`config.mk`:
```
export PLATFORM = sky130hd
export DESIGN_NAME = pair_stream_tx
export DESIGN_NICKNAME = d
export VERILOG_FILES = /design/src/rtl/pair_stream_pkg.sv /design/src/rtl/pair_model.sv /design/src/rtl/pair_stream_tx.sv
export SDC_FILE = /design/constraint.sdc
export NUM_CORES = 1
export LEC_CHECK = 0
export ABC_AREA = 1
export CAP_MARGIN = 20
export CORE_ASPECT_RATIO = 0.9
export CORE_MARGIN = 3
export CORE_UTILIZATION = 49
export CTS_CLUSTER_SIZE = 14
export DETAILED_ROUTE_END_ITERATION = 10
export PLACE_DENSITY = 0.76
export SLEW_MARGIN = 15
export SYNTH_ARGS = -nofsm -noshare
export SYNTH_HDL_FRONTEND = slang
export SYNTH_SLANG_ARGS = --single-unit
export TNS_END_PERCENT = 50
```
`constraint.sdc`:
```
create_clock -name clock -period 1.82 [get_ports clock]
set_input_delay 0.273 -clock clock [delete_from_list [all_inputs] [get_ports clock]]
set_output_delay 0.273 -clock clock [all_outputs]
set_load 0.05 [all_outputs]
```
`src/rtl/pair_stream_pkg.sv`:
```
// Shared types and constants for the pair stream transmitter.
// Holds the serializer FSM states, the pair detector model states and the
// saturation limit used by the optional pair counter.
package pair_stream_pkg;

  // Serializer control states
  typedef enum logic {
    IDLE  = 1'b0,
    SHIFT = 1'b1
  } tx_state_t;

  // Pair detector model states: no pending bit, pending one, pending zero
  typedef enum logic [1:0] {
    M_NONE = 2'd0,
    M_ONE  = 2'd1,
    M_ZERO = 2'd2
  } model_state_t;

  // Ceiling for the pair counter
  localparam logic [15:0] PAIR_COUNT_MAX = 16'hFFFF;

  // Increment that sticks at PAIR_COUNT_MAX instead of wrapping
  function automatic logic [15:0] sat_inc16(input logic [15:0] value);
    return (value == PAIR_COUNT_MAX) ? value : value + 16'd1;
  endfunction

endpackage

```
`src/rtl/pair_model.sv`:
```
// Reference model of a pair detector.
// Watches a serial bit stream and pulses pair_pulse one cycle after any bit
// that completes a pair of equal bits. Pairs never overlap: once a pair is
// complete the model forgets both bits. Only cycles with bit_valid=1 advance
// the model, so gaps in the stream of any length are invisible to it.
module pair_model
  import pair_stream_pkg::*;
(
  input  logic clock,
  input  logic reset,
  input  logic bit_valid,
  input  logic bit_in,
  output logic pair_pulse
);

  model_state_t state;
  model_state_t state_n;
  logic         pulse_n;

  // Register the model state and the pair pulse so the pulse lines up with a registered detector output
  always_ff @(posedge clock) begin
    if (reset) begin
      state      <= M_NONE;
      pair_pulse <= 1'b0;
    end else begin
      state      <= state_n;
      pair_pulse <= pulse_n;
    end
  end

  // Decide the next model state and whether the current bit closes a pair
  always_comb begin
    state_n = state;
    pulse_n = 1'b0;
    if (bit_valid) begin
      case (state)
        M_NONE: begin
          state_n = bit_in ? M_ONE : M_ZERO;
        end
        M_ONE: begin
          if (bit_in) begin
            pulse_n = 1'b1;
            state_n = M_NONE;
          end else begin
            state_n = M_ZERO;
          end
        end
        M_ZERO: begin
          if (!bit_in) begin
            pulse_n = 1'b1;
            state_n = M_NONE;
          end else begin
            state_n = M_ONE;
          end
        end
        default: begin
          state_n = M_NONE;
        end
      endcase
    end
  end

endmodule

```
`src/rtl/pair_stream_tx.sv`:
```
// Parallel-to-serial transmitter with a built-in pair detector model.
// Words are accepted with a valid/ready handshake and shifted out MSB-first,
// one bit per cycle, starting the cycle after acceptance. A new word can be
// accepted in the cycle that emits the last bit of the current word, so
// back-to-back words stream without a bubble. pair_exp predicts what a
// registered pair detector on ser_out would report.
// Optional feature: define PAIR_STREAM_TX_COUNT_EN to add the saturating
// 16-bit pair_count output.
module pair_stream_tx
  import pair_stream_pkg::*;
#(
  parameter int WIDTH = 8
)
(
  input  logic             clock,
  input  logic             reset,
  input  logic [WIDTH-1:0] data_in,
  input  logic             data_valid,
  output logic             data_ready,
  output logic             ser_out,
  output logic             ser_valid,
  output logic             pair_exp
`ifdef PAIR_STREAM_TX_COUNT_EN
  ,
  output logic [15:0]      pair_count
`endif
);

  localparam int CW = (WIDTH > 1) ? $clog2(WIDTH) : 1;
  localparam logic [CW-1:0] LAST_BIT = CW'(WIDTH - 1);

  tx_state_t        state;
  tx_state_t        state_n;
  logic [WIDTH-1:0] shift_reg;
  logic [WIDTH-1:0] shift_reg_n;
  logic [CW-1:0]    bit_cnt;
  logic [CW-1:0]    bit_cnt_n;

  // Hold the serializer state, the word in flight and the bit position
  always_ff @(posedge clock) begin
    if (reset) begin
      state     <= IDLE;
      shift_reg <= '0;
      bit_cnt   <= '0;
    end else begin
      state     <= state_n;
      shift_reg <= shift_reg_n;
      bit_cnt   <= bit_cnt_n;
    end
  end

  // Handshake, shifting and output decode; ready only opens on the last bit so the word in flight is never overwritten
  always_comb begin
    state_n     = state;
    shift_reg_n = shift_reg;
    bit_cnt_n   = bit_cnt;
    data_ready  = 1'b0;
    ser_valid   = 1'b0;
    ser_out     = 1'b0;
    case (state)
      IDLE: begin
        data_ready = 1'b1;
        if (data_valid) begin
          shift_reg_n = data_in;
          bit_cnt_n   = '0;
          state_n     = SHIFT;
        end
      end
      SHIFT: begin
        ser_valid = 1'b1;
        ser_out   = shift_reg[WIDTH-1];
        if (bit_cnt == LAST_BIT) begin
          data_ready = 1'b1;
          bit_cnt_n  = '0;
          if (data_valid) begin
            shift_reg_n = data_in;
          end else begin
            shift_reg_n = {shift_reg[WIDTH-2:0], 1'b0};
            state_n     = IDLE;
          end
        end else begin
          shift_reg_n = {shift_reg[WIDTH-2:0], 1'b0};
          bit_cnt_n   = bit_cnt + 1'b1;
        end
      end
      default: begin
        state_n = IDLE;
      end
    endcase
  end

  pair_model u_model (
    .clock      (clock),
    .reset      (reset),
    .bit_valid  (ser_valid),
    .bit_in     (ser_out),
    .pair_pulse (pair_exp)
  );

`ifdef PAIR_STREAM_TX_COUNT_EN
  // Count pair pulses since reset, sticking at the maximum rather than wrapping
  always_ff @(posedge clock) begin
    if (reset) begin
      pair_count <= '0;
    end else if (pair_exp) begin
      pair_count <= sat_inc16(pair_count);
    end
  end
`endif

endmodule

```
==> results of run 1 <==
-- kinds of logic after synthesis --
logic type / Yosys count / share of synthesized area [%]
AO/OA/AOI/OAI: 22 / 19.7
XOR/XNOR: 1 / 1.09
adder cells (fa/ha/maj): 3 / 4.66
buffers and inverters: 18 / 11.8
flip-flops: 15 / 37.3
AND/OR/NAND/NOR: 44 / 25.5
-- layout make-up --
type,count,area [um^2],share of cell area [%]
inverters,13,48.8,4.99
flip-flops and latches,15,300,30.7
well taps,22,27.5,2.81
clock buffers,4,26.3,2.69
repair buffers,15,165,16.9
multi-input cells,70,410,41.9
-- metrics by stage --
stage	total power, uW	worst slack [ns]
6_report	746	0.168
5_1_grt	793	0.101
4_1_cts	754	0.160
3_5_place_dp	563	0.284
3_3_place_gp	559	0.296
2_1_floorplan	510	0.342
-- cells in the final DEF (no fill, tap or decap), types with 2 or more instances in the layout --
master           synthesis  routed
a21oi_1                  2       2
a21oi_2                  7       7
a22oi_1                  2       2
buf_12                   0       2
buf_4                    1       2
clkbuf_4                 0       3
clkdlybuf4s50_1          0      11
dfxtp_1                 15      15
ha_1                     3       3
inv_1                   11      11
inv_2                    2       2
nand2_1                 12      12
nand2_2                  2       2
nand3_1                  9       9
nor2_1                  15      15
nor2_2                   4       4
o21ai_0                  2       2
o21ai_1                  4       4
o21ai_2                  4       4
-- power breakdown --
part	switching [uW]	internal [uW]
Combinational	96.1	80.2
Sequential	22.5	355
Clock	107	85.1
-- how the worst min path moves through the flow --
stage / from / end / depth (start not counted)
floorplan: reset / u_model.state[1] / 1
global placement: bit_cnt[0] / bit_cnt[0] / 2
detailed placement: bit_cnt[0] / bit_cnt[0] / 2
CTS: bit_cnt[0] / bit_cnt[0] / 2
global route: bit_cnt[0] / bit_cnt[0] / 2
finish: bit_cnt[0] / bit_cnt[0] / 2
-- routing by layer --
layer	part of all wire (%)	vias to the layer above	wire (um)
met3	4.8	2	67
met2	46	9	642
li1	-	359	-
met1	48	288	659
met5	0	-	0
met4	1.2	0	17
-- Yosys cell counts (all sizes together) --
library cell / number / share of area [%]
buf: 5 / 5.7
dfxtp: 15 / 37
a21oi: 9 / 8.9
o21a: 1 / 0.93
nor2: 20 / 11
nand3: 9 / 5.6
xnor2: 1 / 1.1
nand2: 14 / 7.1
ha: 3 / 4.7
nor3: 1 / 1.2
inv: 13 / 6.1
a22oi: 2 / 1.9
o21ai: 10 / 8.1
==> out/metrics.csv, run 1 <==
stage;metric;value;unit
floorplan;# IOs;15;
global_routing;met2 Track Usage GR;24.9;%
yosys;Synth Register Bits;15;
critical_path;Top delay family on crit path;buffers and inverters;
finish;end-of-flow core utilization;65.4;%
clocking;Worst-Skew Late Latency;0.28;ns
yosys;warnings from Yosys;0;
global_routing;largest net degree at the start of global routing;15;
yosys;mapped cell area;806;um^2
clocking;CTS buffer count;3;
timing;Hold WS;0.484;ns
clocking;post_cts resized;0;
critical_path;crit path max fanout;1;
clocking;Post-CTS Setup Inserts;0;
timing;worst rel slew slack;67.5;%
timing;Slew Limit Fails;0;
global_routing;initial antenna violation count;0;
route;via count;658;
power_and_ir_drop;Cell Pwr Density;762;nW/um^2
timing;Finish-stage setup viols;0;
route;DRC;0;
floorplan;row cnt;13;
clocking;clock sink count;15;
global_routing;Top Usage Layer GRT;met2;
floorplan;die width;48.7;um
floorplan;Core ar.;1500;um^2
timing;Slew @ Worst Pin;0.486;ns
global_routing;GR Layer Usage met1;17.5;%
critical_path;critical path launch point type;flip-flop;
finish;Fillers;141;
global_routing;first-pass GRT wire length;2.46;mm
yosys;Mapped Nets;117;
critical_path;FF-to-FF path depth;7;
route;mean number of vias per cell;4.73;
global_routing;total gr overflow;0;
critical_path;Crit path arrival time;1.38;ns
finish;fin cells;139;
status;outcome;finished clean;
clocking;Max Buffers Root-to-Sink;2;
clocking;CTS tree;built;
route;drt pass-1 iters;4;
yosys;sequential-to-total area share from yosys stat;37.3;%
finish;post-layout instance area;978;um^2
yosys;Mean Syn Cell Area;7.82;um^2
critical_path;R2R Path End;shift_reg[5];
global_routing;number of global-route vias before repair;564;
timing;part of the cycle the worst path needs;90.8;%
place;Port Buffers;14;
route;Initial DRC Count;1;
power_and_ir_drop;Max rail drop VDD;540;uV
route;Antenna Nets Post-Route;0;
route;final WL;1.39;mm
critical_path;Crit Path Category;reg2out;
power_and_ir_drop;Static Leak;0.000435;uW
global_routing;M3 GR Usage;6.73;%
route;WL/cell;9.98;um
clocking;Clock Pin Slew Worst Setup and Hold Paths;0.09;ns
job;Max Cap Viol;0;
floorplan;initial core utilization;53.8;%
clocking;CTS Hold Bufs;0;
finish;share of layout cells above drive strength 1;23.9;%
clocking;cell chosen for the clock root;clkbuf_4;
critical_path;Crit path largest cell delay;0.79;ns
place;GPL Wtd Cong;0.746;
timing;minimum clock period after layout;1.65;ns
finish;n_diodes;0;
critical_path;Slowest cell on crit path;clkdlybuf4s50_1;
timing;Final Hold Viols;0;
critical_path;CP cell instances;clkdlybuf4s50_1;
place;Placed Area;952;um^2
min_path;Hold/Removal Path Class;reg2reg;
floorplan;die height;44.5;um
timing;setup TNS;0;ns
yosys;Cell variety after synth;22;
timing;clk_skew;0.00206;ns
place;placed cell count;135;
critical_path;FF-to-FF Start;bit_cnt[0];
yosys;Mapped Cells;103;
finish;Largest register FFs;8;
floorplan;Die ar.;2170;um^2
critical_path;crit path capture type;output pin;
critical_path;worst path bufs/invs;1;
critical_path;Critical Path Start;u_model.pair_pulse;
timing;RSZ-0062 raised after global routing;false;
critical_path;Stages on worst setup path;1;
place;Final HPWL DP;1.04;mm
finish;Nets;132;
global_routing;GRT Total Usage;15.5;%
clocking;H-tree depth;1;
critical_path;R2R Setup Slk;0.44;ns
critical_path;crit path to;pair_exp;
critical_path;CP required;1.55;ns
timing;Max Clock Freq;605;MHz
finish;Area Growth Syn to Fin;21.4;%
Power figures use the tool's default switching activity.
==> run 2: changes to the inputs <==
- SLEW_MARGIN: 15 -> 20
==> results of run 2 <==
Final layout, timing and power as in run 1 (identical DEF).
